==> src/rtl/aclint_memory.sv <==
// aclint_memory: single-hart ACLINT responder on the device side of the MMIO
// router. It answers Membus loads and stores at offsets relative to the ACLINT
// base. It holds msip, mtimecmp and the free-running mtime counter. It drives
// the machine software and timer interrupt lines and the time CSR source.
module aclint_memory #(
  parameter int XLEN      = 64,
  parameter int MTIME_DIV = 1
) (
  input  logic            clk,
  input  logic            rst,
  input  logic            membus_valid_i,
  output logic            membus_ready_o,
  input  logic [XLEN-1:0] membus_addr_i,
  input  logic            membus_wen_i,
  input  logic [63:0]     membus_wdata_i,
  input  logic [7:0]      membus_wmask_i,
  output logic            membus_rvalid_o,
  output logic [63:0]     membus_rdata_o,
  output logic            msip_o,
  output logic            mtip_o,
  output logic [63:0]     mtime_o
);

  // Word indices (offset >> 3) of the three mapped registers.
  localparam logic [12:0] IDX_MSIP     = 13'h0000;  // offset 0x0000
  localparam logic [12:0] IDX_MTIMECMP = 13'h0800;  // offset 0x4000
  localparam logic [12:0] IDX_MTIME    = 13'h17FF;  // offset 0xBFF8

  // The prescaler needs at least one bit, even when every cycle is a tick.
  localparam int          DIV_W    = (MTIME_DIV > 1) ? $clog2(MTIME_DIV) : 1;
  localparam logic [DIV_W-1:0] DIV_LAST = DIV_W'(MTIME_DIV - 1);

  // Applies a byte-enable mask to a 64-bit register value.
  function automatic logic [63:0] merge_bytes(
    input logic [63:0] old_val,
    input logic [63:0] new_val,
    input logic [7:0]  mask
  );
    logic [63:0] res;
    res = old_val;
    for (int i = 0; i < 8; i++) begin
      if (mask[i]) begin
        res[8*i +: 8] = new_val[8*i +: 8];
      end else begin
        res[8*i +: 8] = old_val[8*i +: 8];
      end
    end
    return res;
  endfunction

  // Architectural state.
  logic             msip_q,     msip_d;
  logic [63:0]      mtimecmp_q, mtimecmp_d;
  logic [63:0]      mtime_q,    mtime_d;
  logic [DIV_W-1:0] div_cnt_q,  div_cnt_d;

  // Response path, registered so the bus sees rvalid/rdata one cycle later.
  logic             rvalid_q,   rvalid_d;
  logic [63:0]      rdata_q,    rdata_d;

  // Decode results and timer tick.
  logic             addr_hi_zero;
  logic             addr_aligned;
  logic             sel_msip;
  logic             sel_mtimecmp;
  logic             sel_mtime;
  logic             tick;

  // Address decode: offset must fit in 16 bits and be 8-byte aligned.
  always_comb begin
    addr_hi_zero = ~(|membus_addr_i[XLEN-1:16]);
    addr_aligned = (membus_addr_i[2:0] == 3'b000);
    sel_msip     = 1'b0;
    sel_mtimecmp = 1'b0;
    sel_mtime    = 1'b0;
    if (addr_hi_zero && addr_aligned) begin
      case (membus_addr_i[15:3])
        IDX_MSIP:     sel_msip     = 1'b1;
        IDX_MTIMECMP: sel_mtimecmp = 1'b1;
        IDX_MTIME:    sel_mtime    = 1'b1;
        default: begin
          sel_msip     = 1'b0;
          sel_mtimecmp = 1'b0;
          sel_mtime    = 1'b0;
        end
      endcase
    end else begin
      sel_msip     = 1'b0;
      sel_mtimecmp = 1'b0;
      sel_mtime    = 1'b0;
    end
  end

  // Next-state logic: prescaler, mtime increment, register writes and read data.
  always_comb begin
    msip_d     = msip_q;
    mtimecmp_d = mtimecmp_q;
    mtime_d    = mtime_q;
    div_cnt_d  = div_cnt_q;
    rvalid_d   = membus_valid_i;
    rdata_d    = 64'd0;
    tick       = (div_cnt_q == DIV_LAST);

    // The prescaler free-runs; a bus write to mtime does not disturb it.
    if (tick) begin
      div_cnt_d = '0;
      mtime_d   = mtime_q + 64'd1;
    end else begin
      div_cnt_d = div_cnt_q + DIV_W'(1);
      mtime_d   = mtime_q;
    end

    if (membus_valid_i) begin
      if (membus_wen_i) begin
        // Writes respond with zero data. A write to mtime overrides the tick.
        rdata_d = 64'd0;
        if (sel_msip) begin
          if (membus_wmask_i[0]) begin
            msip_d = membus_wdata_i[0];
          end else begin
            msip_d = msip_q;
          end
        end else if (sel_mtimecmp) begin
          mtimecmp_d = merge_bytes(mtimecmp_q, membus_wdata_i, membus_wmask_i);
        end else if (sel_mtime) begin
          mtime_d = merge_bytes(mtime_q, membus_wdata_i, membus_wmask_i);
        end else begin
          rdata_d = 64'd0;
        end
      end else begin
        // Reads see the value held before any same-cycle update.
        if (sel_msip) begin
          rdata_d = {63'd0, msip_q};
        end else if (sel_mtimecmp) begin
          rdata_d = mtimecmp_q;
        end else if (sel_mtime) begin
          rdata_d = mtime_q;
        end else begin
          rdata_d = 64'd0;
        end
      end
    end else begin
      rdata_d = 64'd0;
    end
  end

  // State and response registers with synchronous reset; a reset drops any pending response.
  always_ff @(posedge clk) begin
    if (rst) begin
      msip_q     <= 1'b0;
      mtimecmp_q <= 64'hFFFF_FFFF_FFFF_FFFF;
      mtime_q    <= 64'd0;
      div_cnt_q  <= '0;
      rvalid_q   <= 1'b0;
      rdata_q    <= 64'd0;
    end else begin
      msip_q     <= msip_d;
      mtimecmp_q <= mtimecmp_d;
      mtime_q    <= mtime_d;
      div_cnt_q  <= div_cnt_d;
      rvalid_q   <= rvalid_d;
      rdata_q    <= rdata_d;
    end
  end

  // No back-pressure: every valid request is accepted.
  assign membus_ready_o  = 1'b1;
  assign membus_rvalid_o = rvalid_q;
  assign membus_rdata_o  = rdata_q;

  // Interrupt lines and time source follow the registers directly.
  assign msip_o  = msip_q;
  assign mtip_o  = (mtime_q >= mtimecmp_q);
  assign mtime_o = mtime_q;

endmodule

==> config.mk <==
export PLATFORM = sky130hd
export DESIGN_NAME = aclint_memory
export DESIGN_NICKNAME = d
export VERILOG_FILES = /design/src/rtl/aclint_memory.sv
export SDC_FILE = /design/constraint.sdc
export NUM_CORES = 1
export LEC_CHECK = 0
export ABC_AREA = 1
export CORE_UTILIZATION = 50
export CTS_BUF_LIST = sky130_fd_sc_hd__clkbuf_16
export CTS_CLUSTER_SIZE = 24
export DETAILED_ROUTE_END_ITERATION = 7
export DONT_BUFFER_PORTS = 1
export GPL_TIMING_DRIVEN = 0
export PLACE_DENSITY_LB_ADDON = 0.1
export SKIP_CTS_REPAIR_TIMING = 1
export SLEW_MARGIN = 20
export SYNTH_ARGS = -nofsm -noshare
export SYNTH_HDL_FRONTEND = slang
export SYNTH_SLANG_ARGS = --single-unit
==> constraint.sdc <==
create_clock -name clk -period 2.2 [get_ports clk]
set_clock_uncertainty 0.2 [all_clocks]
set_input_delay 0.11 -clock clk [delete_from_list [all_inputs] [get_ports clk]]
set_output_delay 0.11 -clock clk [all_outputs]
set_load 0.1 [all_outputs]
==> results.sh, run 1 <==
export IMPL_htree_levels=4
export IMPL_clkTransAtPathRegs_ns=0.08
export IMPL_p_int_mw=5.23
export IMPL_slowest_delay_ns=0.48
export IMPL_fmax_ghz=0.334
export IMPL_drc=0
export IMPL_critPathLaunch="mtime_o[60]"
export IMPL_ios=272
export IMPL_gp_congestion=0.964
export IMPL_fin_area_um2=15500
export IMPL_track_usage=0.347
export IMPL_hpwlAfterDp_um=32700
export IMPL_drv_cap=0
export IMPL_holdCritStartpoint="rst"
export IMPL_p_switching_mw=1.93
export IMPL_cts_sinks=195
export IMPL_tightestPinTransition_ns=1.18
export IMPL_power_density_nw_per_um2=461
export IMPL_slowest_stage="dfxtp_4"
export IMPL_violations="hold timing, setup timing"
export IMPL_cp_max_fo=8
export IMPL_synth_cell_types=55
export IMPL_antenna_found_initial=4
export IMPL_nets=2168
export IMPL_rows=56
export IMPL_grt_pass1_wl_um=63700
export IMPL_floorplan_initialDensity=0.514
export IMPL_p_leak_nw=7.07
export IMPL_die_width_um=158
export IMPL_drive_gt1_frac=0.200
export IMPL_combPwrFrac=0.059
export IMPL_root_buffer="clkbuf_16"
export IMPL_p_clk_frac=0.451
export IMPL_final_util=0.656
export IMPL_finalHoldViolations=5
export IMPL_ant_nets=0
export IMPL_vias=12965
export IMPL_wirelength_um=46300
export IMPL_dpl_cell_area_um2=12800
export IMPL_post_place_ws_ns=-0.746
export IMPL_period_share=1.36
export IMPL_wl_per_cell_um=20.1
export IMPL_clockBufferDepth=2
export IMPL_synth_top_family_by_area="simple AND/OR/NAND/NOR gates"
export IMPL_setup_ws_ns=-0.796
export IMPL_path_buf_inv=0
export IMPL_die_height_um=158
export IMPL_synth_compound_area_frac=0.0911
export IMPL_synth_xor_area_frac=0.0252
export IMPL_final_common_cell="nand2_1"
export IMPL_yosys_warnings=0
export IMPL_crit_required_ns=1.89
export IMPL_crit_type="reg2out"
export IMPL_synth_fp_nets=2026
export IMPL_outcome="finished, violations left"
export IMPL_crit_path_end_kind="primary output"
export IMPL_synth_area_um2=12200
export IMPL_cp_data_arrival_time_ns=2.69
export IMPL_whs_ns=-0.0477
export IMPL_setup_viol=41
export IMPL_coreArea_um2=23700
export IMPL_period_needed_ns=3.00
export IMPL_power_total_mw=7.16
export IMPL_viasPerCell=5.64
export IMPL_port_buffers=0
export IMPL_ys_ff_latch=195
export IMPL_r2r_setup_slack_ns=-0.39
export IMPL_area_growth_pct=27.6
export IMPL_swShare=0.269
export IMPL_dieArea_um2=25000
export IMPL_syn_inst=1821
export IMPL_synth_mux_area_frac=0.00164
export IMPL_synth_adder_area_share=0.0668
export IMPL_synthSimpleGateAreaFrac=0.411
export IMPL_reg2reg_from="mtime_o[1]"
export IMPL_worstSkewPairLatency_ns=0.46
export IMPL_path_delay_family="simple AND/OR/NAND/NOR gates"
export IMPL_grt_setup_unrepaired="yes"
export IMPL_grt_pass1_vias=11026
export IMPL_slew_viol_final=0
export IMPL_relSlewSlack=0.210
export IMPL_firstDrtPassIters=5
export IMPL_dr_first_iter_drc_count=1068
export IMPL_seq_area_frac_synth=0.321
export IMPL_synth_area_per_cell_um2=6.68
export IMPL_path_cells="ha_4, nand4_1, nor2_2, nor4b_4, and3_4, nand4_1, nand3_4"
export IMPL_overflow=0
export IMPL_layout_common_cells="nand2_1, inv_1, nand3_1"
export IMPL_grt_max_degree=20
export IMPL_cts_buffers=17
export IMPL_cts_tree="yes"
export IMPL_p_seq_frac=0.490
export IMPL_crit_top_cell="nand4_1"
export IMPL_ir_drop_mv=0.593
export IMPL_holdCritPathClass="in2reg"
export IMPL_cp_start_kind="flip-flop"
## state kept, by name, indices dropped and copies added, names as in the netlist
register         flops
membus_rdata_o      64
mtime_o             64
mtimecmp_q          64
div_cnt_q            1
membus_rvalid_o      1
msip_o               1
## cell type report
class	instances	area, um2
diodes	4	10.0
inverters	161	621
multi-input cells	1400	8150
plain buffers	65	447
clock inverters	13	111
repair buffers	123	1170
flip-flops and latches	195	4140
well taps	319	399
clock buffers	19	475
fillers	2165	8160
## tightest hold or removal path, cell delays in order
cell	delay, ns
inv_1	0.03
clkbuf_1	0.23
o21ai_0	0.14
a31oi_1	0.04
## through the flow
step           setup TNS (ns)  std cells
2_1_floorplan        -0.00147       1821
3_3_place_gp           -32.69       2140
3_5_place_dp           -38.53       2140
4_1_cts                -14.94       2172
5_1_grt                -11.51       2299
6_report                -7.23       2299
## synth_stat cells (all sizes together)
cell type / count / area, um2
a21o: 4 / 30.0
a21oi: 136 / 684
a31oi: 12 / 75.1
and2: 4 / 25.0
and3: 5 / 32.5
buf: 38 / 298
clkbuf: 27 / 101
clkinv: 2 / 8.75
conb: 2 / 7.51
dfxtp: 195 / 3900
ha: 65 / 813
inv: 159 / 607
mux2i: 2 / 20.0
nand2: 634 / 2440
nand3: 167 / 988
nand3b: 9 / 80.1
nand4: 26 / 190
nor2: 197 / 927
nor3: 30 / 195
nor3b: 1 / 7.51
nor4: 7 / 56.3
nor4b: 1 / 8.76
o211ai: 10 / 75.1
o21a: 1 / 7.51
o21ai: 41 / 205
o21bai: 2 / 15.0
o221ai: 1 / 8.76
o31ai: 1 / 7.51
or2: 7 / 43.8
xnor2: 11 / 96.3
xor2: 24 / 210
## final timing paths
kind | cells past startpoint | to
min | 4 | mtime_o[28]
max | 7 | mtip_o
max reg2reg | 11 | mtime_o[54]
min reg2reg | 2 | membus_rdata_o[8]
## layer usage
metal / vias to the layer above / part of all wire / wire, um / track usage
li1: 6199 / - / - / -
met1: 6029 / 0.41 / 19200 / 0.450
met2: 637 / 0.45 / 21000 / 0.555
met3: 100 / 0.086 / 4000 / 0.0646
met4: 0 / 0.045 / 2100 / 0.166
met5: - / 0 / 0 / 0
## cells by family (layout without fill, tap and decap cells)
logic type	Yosys count	in the layout
compound gates	208	208
xor+xnor	35	35
fa+ha+maj	65	65
buf+inv	226	381
flops	195	195
mux	2	2
other cells	2	6
simple gates	1088	1088
## power by group through the flow
stage	clock network, mW	logic (mW)	registers, mW
floorplan	0	0.168	3.61
global placement	0	0.256	3.62
detailed placement	0	0.258	3.62
CTS	3.23	0.259	3.54
global route	3.36	0.441	3.51
finish	3.23	0.422	3.51
(Power assumes the default switching activity.)
==> run 2, diff against run 1 <==
--- a/config.mk
+++ b/config.mk
@@ -6,7 +6,9 @@
 export NUM_CORES = 1
 export LEC_CHECK = 0
 export ABC_AREA = 1
-export CORE_UTILIZATION = 50
+export CELL_PAD_IN_SITES_DETAIL_PLACEMENT = 1
+export CELL_PAD_IN_SITES_GLOBAL_PLACEMENT = 2
+export CORE_UTILIZATION = 35
 export CTS_BUF_LIST = sky130_fd_sc_hd__clkbuf_16
 export CTS_CLUSTER_SIZE = 24
 export DETAILED_ROUTE_END_ITERATION = 7
==> run 2 against run 1 <==
Net effect: the run still ends with hold timing, setup timing left; cell count is 6.0% higher; design area is 1.7% higher; hold slack worse by 0.0026 ns; critical path type unchanged; combinational power up 2%; non-clock buffer count is 11 higher; count of clock-buffer cells in the layout down 2.
==> results.sh, run 2 (synthesized netlist as in run 1, its figures left out) <==
export IMPL_die_width_um=188
export IMPL_ir_drop_mv=0.523
export IMPL_combPwrFrac=0.060
export IMPL_port_buffers=0
export IMPL_cts_buffers=17
export IMPL_grtUsageMet3=0.0522
export IMPL_hpwlAfterDp_um=37700
export IMPL_path_delay_family="simple AND/OR/NAND/NOR gates"
export IMPL_p_int_mw=5.27
export IMPL_gp_congestion=0.894
export IMPL_slew_viol_final=0
export IMPL_setup_viol=45
export IMPL_p_seq_frac=0.493
export IMPL_wirelength_um=51800
export IMPL_setup_tns_ns=-8.21
export IMPL_crit_path_end_kind="primary output"
export IMPL_grt_busiest_layer="met2"
export IMPL_rows=67
export IMPL_use_met2=0.461
export IMPL_path_cells="ha_4, nand4_1, nor2_2, nor4b_4, and3_4, nand4_1, nand3_4"
export IMPL_slowest_delay_ns=0.47
export IMPL_drive_gt1_frac=0.212
export IMPL_cp_start_kind="flip-flop"
export IMPL_grt_pass1_wl_um=74400
export IMPL_clockBufferDepth=2
export IMPL_crit_type="reg2out"
export IMPL_tightestPinTransition_ns=1.07
export IMPL_cts_sinks=195
export IMPL_cp_depth=7
export IMPL_p_clk_frac=0.446
export IMPL_violations="hold timing, setup timing"
export IMPL_track_usage=0.279
export IMPL_vias=12879
export IMPL_dieArea_um2=35500
export IMPL_overflow=0
export IMPL_fin_area_um2=15800
export IMPL_area_growth_pct=29.7
export IMPL_rr_worst_depth=14
export IMPL_holdPathEnd="membus_rdata_o[0]"
export IMPL_nets=2179
export IMPL_clkTransAtPathRegs_ns=0.08
export IMPL_relSlewSlack=0.287
export IMPL_finalHoldViolations=5
export IMPL_floorplan_initialDensity=0.359
export IMPL_period_share=1.38
export IMPL_htree_levels=4
export IMPL_worstSkewPairLatency_ns=0.46
export IMPL_grt_max_degree=18
export IMPL_drc=0
export IMPL_wl_per_cell_um=21.3
export IMPL_swShare=0.260
export IMPL_cp_max_fo=6
export IMPL_layout_common_cells="nand2_1, inv_1, nand3_1, dfxtp_1, a21oi_1"
export IMPL_fmax_ghz=0.329
export IMPL_setup_ws_ns=-0.841
export IMPL_ant_nets=0
export IMPL_path_buf_inv=0
export IMPL_ios=272
export IMPL_p_switching_mw=1.85
export IMPL_post_place_ws_ns=-0.808
export IMPL_cts_tree="yes"
export IMPL_r2r_setup_slack_ns=-0.43
export IMPL_drv_cap=0
export IMPL_dr_first_iter_drc_count=647
export IMPL_whs_ns=-0.0503
export IMPL_outcome="finished, violations left"
export IMPL_fillCellCount=4299
export IMPL_grt_pass1_vias=12315
export IMPL_root_buffer="clkbuf_16"
export IMPL_crit_required_ns=1.89
export IMPL_grt_setup_unrepaired="yes"
export IMPL_final_common_cell="nand2_1"
export IMPL_antenna_found_initial=0
export IMPL_grt_util_met1=0.367
export IMPL_whs_path_depth=7
export IMPL_crit_top_cell="nand4_1"
export IMPL_firstDrtPassIters=5
export IMPL_p_leak_nw=7.11
export IMPL_holdCritPathClass="in2reg"
export IMPL_cp_data_arrival_time_ns=2.73
export IMPL_reg2reg_from="mtime_o[1]"
export IMPL_viasPerCell=5.29
export IMPL_die_height_um=188
export IMPL_holdCritStartpoint="membus_addr_i[11]"
export IMPL_period_needed_ns=3.04
export IMPL_power_density_nw_per_um2=451
export IMPL_slowest_stage="dfxtp_4"
export IMPL_coreArea_um2=33900
export IMPL_dpl_cell_area_um2=12900
export IMPL_worstReg2RegEnd="mtime_o[50]"
## run 2: metal layers
| layer | wire length, um | vias to the layer above |
|---|---|---|
| li1 | - | 6218 |
| met1 | 23500 | 6269 |
| met2 | 24800 | 343 |
| met3 | 2600 | 49 |
| met4 | 864 | 0 |
| met5 | 0 | - |
## run 2: power groups by stage
stage | clock [mW] | sequential [mW] | combinational, mW
after floorplan | 0 | 3.61 | 0.168
after global placement | 0 | 3.62 | 0.270
after detailed placement | 0 | 3.62 | 0.274
after CTS | 3.25 | 3.54 | 0.275
after global routing | 3.37 | 3.51 | 0.459
final | 3.18 | 3.51 | 0.431
## run 2: worst min-delay path, stage by stage
cell and delay, ns:
nor2_1 0.02, inv_1 0.12, nor4_2 0.08, nand3_1 0.07, o211ai_1 0.08, nand2_1 0.06
inv_1 0.03
## run 2: through the flow
step	cells	util	power, mW
after global routing	2435	0.466	7.35
after global placement	2269	0.382	3.89
after CTS	2301	0.399	7.06
final	2436	0.466	7.12
after floorplan	1821	-	3.78
after detailed placement	2269	0.382	3.89
## run 2: how the worst max path moves through the flow
stage | startpoint | endpoint | slack, ns
after floorplan | mtime_o[36] | mtip_o | -0.001
after global placement | mtime_o[61] | mtip_o | -0.85
after detailed placement | mtime_o[61] | mtip_o | -0.81
after CTS | mtime_o[61] | mtip_o | -1.32
after global routing | mtime_o[59] | mtip_o | -0.94
final | mtime_o[63] | mtip_o | -0.84
## run 2: layout make-up
class                           count  area (um2)  area share
Inverter                          161         621      0.0393
Antenna cell                        1        2.50    0.000159
Clock buffer                       17         425      0.0269
Timing Repair Buffer              134        1280      0.0813
Tap cell                          448         561      0.0355
Sequential cell                   195        4140       0.263
Multi-Input combinational cell   1400        8160       0.517
Buffer                             65         447      0.0283
Clock inverter                     15         144     0.00912
==> run 3, diff against run 2 <==
--- a/config.mk
+++ b/config.mk
@@ -8,8 +8,9 @@
 export ABC_AREA = 1
 export CELL_PAD_IN_SITES_DETAIL_PLACEMENT = 1
 export CELL_PAD_IN_SITES_GLOBAL_PLACEMENT = 2
+export CORE_ASPECT_RATIO = 0.8
 export CORE_UTILIZATION = 35
-export CTS_BUF_LIST = sky130_fd_sc_hd__clkbuf_16
+export CTS_BUF_LIST = sky130_fd_sc_hd__clkbuf_8 sky130_fd_sc_hd__clkbuf_16
 export CTS_CLUSTER_SIZE = 24
 export DETAILED_ROUTE_END_ITERATION = 7
 export DONT_BUFFER_PORTS = 1
==> constraint.sdc (replaced) <==
create_clock -name clk -period 3.4 [get_ports clk]
set_clock_uncertainty 0.2 [all_clocks]
set_input_delay 0.17 -clock clk [delete_from_list [all_inputs] [get_ports clk]]
set_output_delay 0.17 -clock clk [all_outputs]
set_load 0.1 [all_outputs]
==> run 3 against run 2 <==
Net effect: the run ends with hold timing left; hold slack improved by 0.017 ns; global-route usage rose by 1.1 points; sequential share of layout area rose by 1.2 points; core utilization fell by 3.4 points; setup slack improved by 0.89 ns; count of clock-buffer cells in the layout rose by 2; combinational power fell by 36%; die area barely moved; via count fell by 1.4%; non-clock buffer count fell by 19; cell count fell by 0.16%; power fell by 34%; critical path type unchanged; critical endpoint unchanged; largest cell class unchanged.
==> results.sh, run 3 (synthesized netlist as in run 1, its figures left out) <==
export IMPL_outcome="finished, violations left"
export IMPL_violations="hold timing"
export IMPL_power_density_nw_per_um2=323
export IMPL_wl_per_cell_um=21.5
export IMPL_period_needed_ns=3.35
export IMPL_post_place_ws_ns=-0.818
export IMPL_clkTransAtPathRegs_ns=0.07
export IMPL_viasPerCell=5.22
export IMPL_die_width_um=211
export IMPL_path_buf_inv=0
export IMPL_finalHoldViolations=7
export IMPL_setup_viol=0
export IMPL_whs_path_depth=6
export IMPL_slowest_delay_ns=0.47
export IMPL_holdCritPathClass="in2reg"
export IMPL_area_growth_pct=20.3
export IMPL_cp_start_kind="flip-flop"
export IMPL_floorplan_initialDensity=0.359
export IMPL_multiInputGateArea_um2=7290
export IMPL_grt_pass1_wl_um=76400
export IMPL_power_total_mw=4.73
export IMPL_cp_max_fo=6
export IMPL_rows=60
export IMPL_dpl_cell_area_um2=12800
export IMPL_rr_worst_depth=11
export IMPL_ant_nets=0
export IMPL_grt_pass1_vias=12359
export IMPL_slew_viol_final=0
export IMPL_hpwlAfterDp_um=39400
export IMPL_final_common_cell="nand2_1"
export IMPL_path_delay_family="simple AND/OR/NAND/NOR gates"
export IMPL_drc=0
export IMPL_period_share=0.984
export IMPL_fillCellCount=4398
export IMPL_register_area_um2=4020
export IMPL_dieArea_um2=35500
export IMPL_num_antenna_cells=0
export IMPL_dr_first_iter_drc_count=798
export IMPL_overflow=0
export IMPL_clockBufferDepth=2
export IMPL_cts_sinks=195
export IMPL_wirelength_um=52400
export IMPL_crit_required_ns=3.03
export IMPL_port_buffers=0
export IMPL_vias=12701
export IMPL_ios=272
export IMPL_crit_type="reg2out"
export IMPL_cp_depth=7
export IMPL_path_cells="ha_1, nand4_1, nor2_1, nor4b_4, and3_2, nand4_1, nand3_4"
export IMPL_relSlewSlack=0.224
export IMPL_fin_area_um2=14600
export IMPL_p_leak_nw=6.39
export IMPL_cts_buffers=17
export IMPL_fmax_ghz=0.299
export IMPL_final_util=0.432
export IMPL_cp_data_arrival_time_ns=2.98
export IMPL_cts_tree="yes"
export IMPL_antenna_found_initial=1
export IMPL_ir_drop_mv=0.302
export IMPL_layout_common_cells="nand2_1, nor2_1, inv_1"
export IMPL_die_height_um=169
export IMPL_nets=2160
export IMPL_track_usage=0.290
export IMPL_drive_gt1_frac=0.112
export IMPL_grt_max_degree=17
export IMPL_setup_ws_ns=0.0531
export IMPL_coreArea_um2=33900
export IMPL_drv_cap=0
export IMPL_root_buffer="clkbuf_16"
export IMPL_htree_levels=4
export IMPL_gp_congestion=0.924
export IMPL_crit_path_end_kind="primary output"
export IMPL_whs_ns=-0.0334
export IMPL_worstSkewPairLatency_ns=0.47
export IMPL_tightestPinTransition_ns=1.16
export IMPL_slowest_stage="dfxtp_4"
export IMPL_firstDrtPassIters=5
export IMPL_crit_top_cell="nand4_1"
[run 3: changes by cell type in the layout (fill, tap and decap cells not counted), moves of 21 or more]
cell           before  now
dfxtp_4            64   16
nand2_1           568  616
dfxtp_2             0   47
nor2_1            123  165
dlygate4sd3_1      75  114
buf_4              42    5
nand2_2            46   16
nor2_4             43   16
buf_6              36   14
nand3_1           131  152
[run 3: final cells by class]
cell class,instances,share of cell area
Multi-Input combinational cell,1400,0.498
Clock inverter,12,0.00906
Sequential cell,195,0.275
Timing Repair Buffer,115,0.0783
Inverter,161,0.0420
Buffer,65,0.0273
Clock buffer,19,0.0309
Tap cell,465,0.0397
[run 3: final timing paths]
path	endpoint	start	slack (ns)
max reg2reg	mtime_o[49]	mtime_o[40]	0.30
min reg2reg	membus_rdata_o[5]	mtimecmp_q[5]	0.28
min	membus_rdata_o[0]	membus_addr_i[15]	-0.03
max	mtip_o	mtime_o[63]	0.05
[run 3: routing by layer]
layer	wire length, um	share of wire	vias to the layer above	GRT usage
li1	-	-	6150	-
met1	25500	0.49	6174	0.404
met2	23000	0.44	328	0.452
met3	2800	0.053	49	0.0601
met4	1110	0.021	0	0.0781
met5	0	0	-	0
[run 3: tightest hold or removal path: cells and delay by family]
| kind | cells | cell delay, ns |
|---|---|---|
| simple gates | 4 | 0.30 |
| buf+inv | 1 | 0.04 |
| compound gates | 1 | 0.08 |
[run 3: power by group]
group	switching [mW]	internal, mW	leakage (nW)
Clock	1.03	1.12	0.287
Combinational	0.183	0.0919	4.49
Sequential	0.0343	2.27	1.61
Total	1.25	3.49	6.39
[run 3: metrics by stage]
| stage | std cells | setup TNS, ns |
|---|---|---|
| final | 2432 | 0 |
| after global routing | 2432 | -0.0290 |
| after CTS | 2317 | -1.35 |
| after detailed placement | 2286 | -0.818 |
| after global placement | 2286 | -0.870 |
| after floorplan | 1821 | 0 |
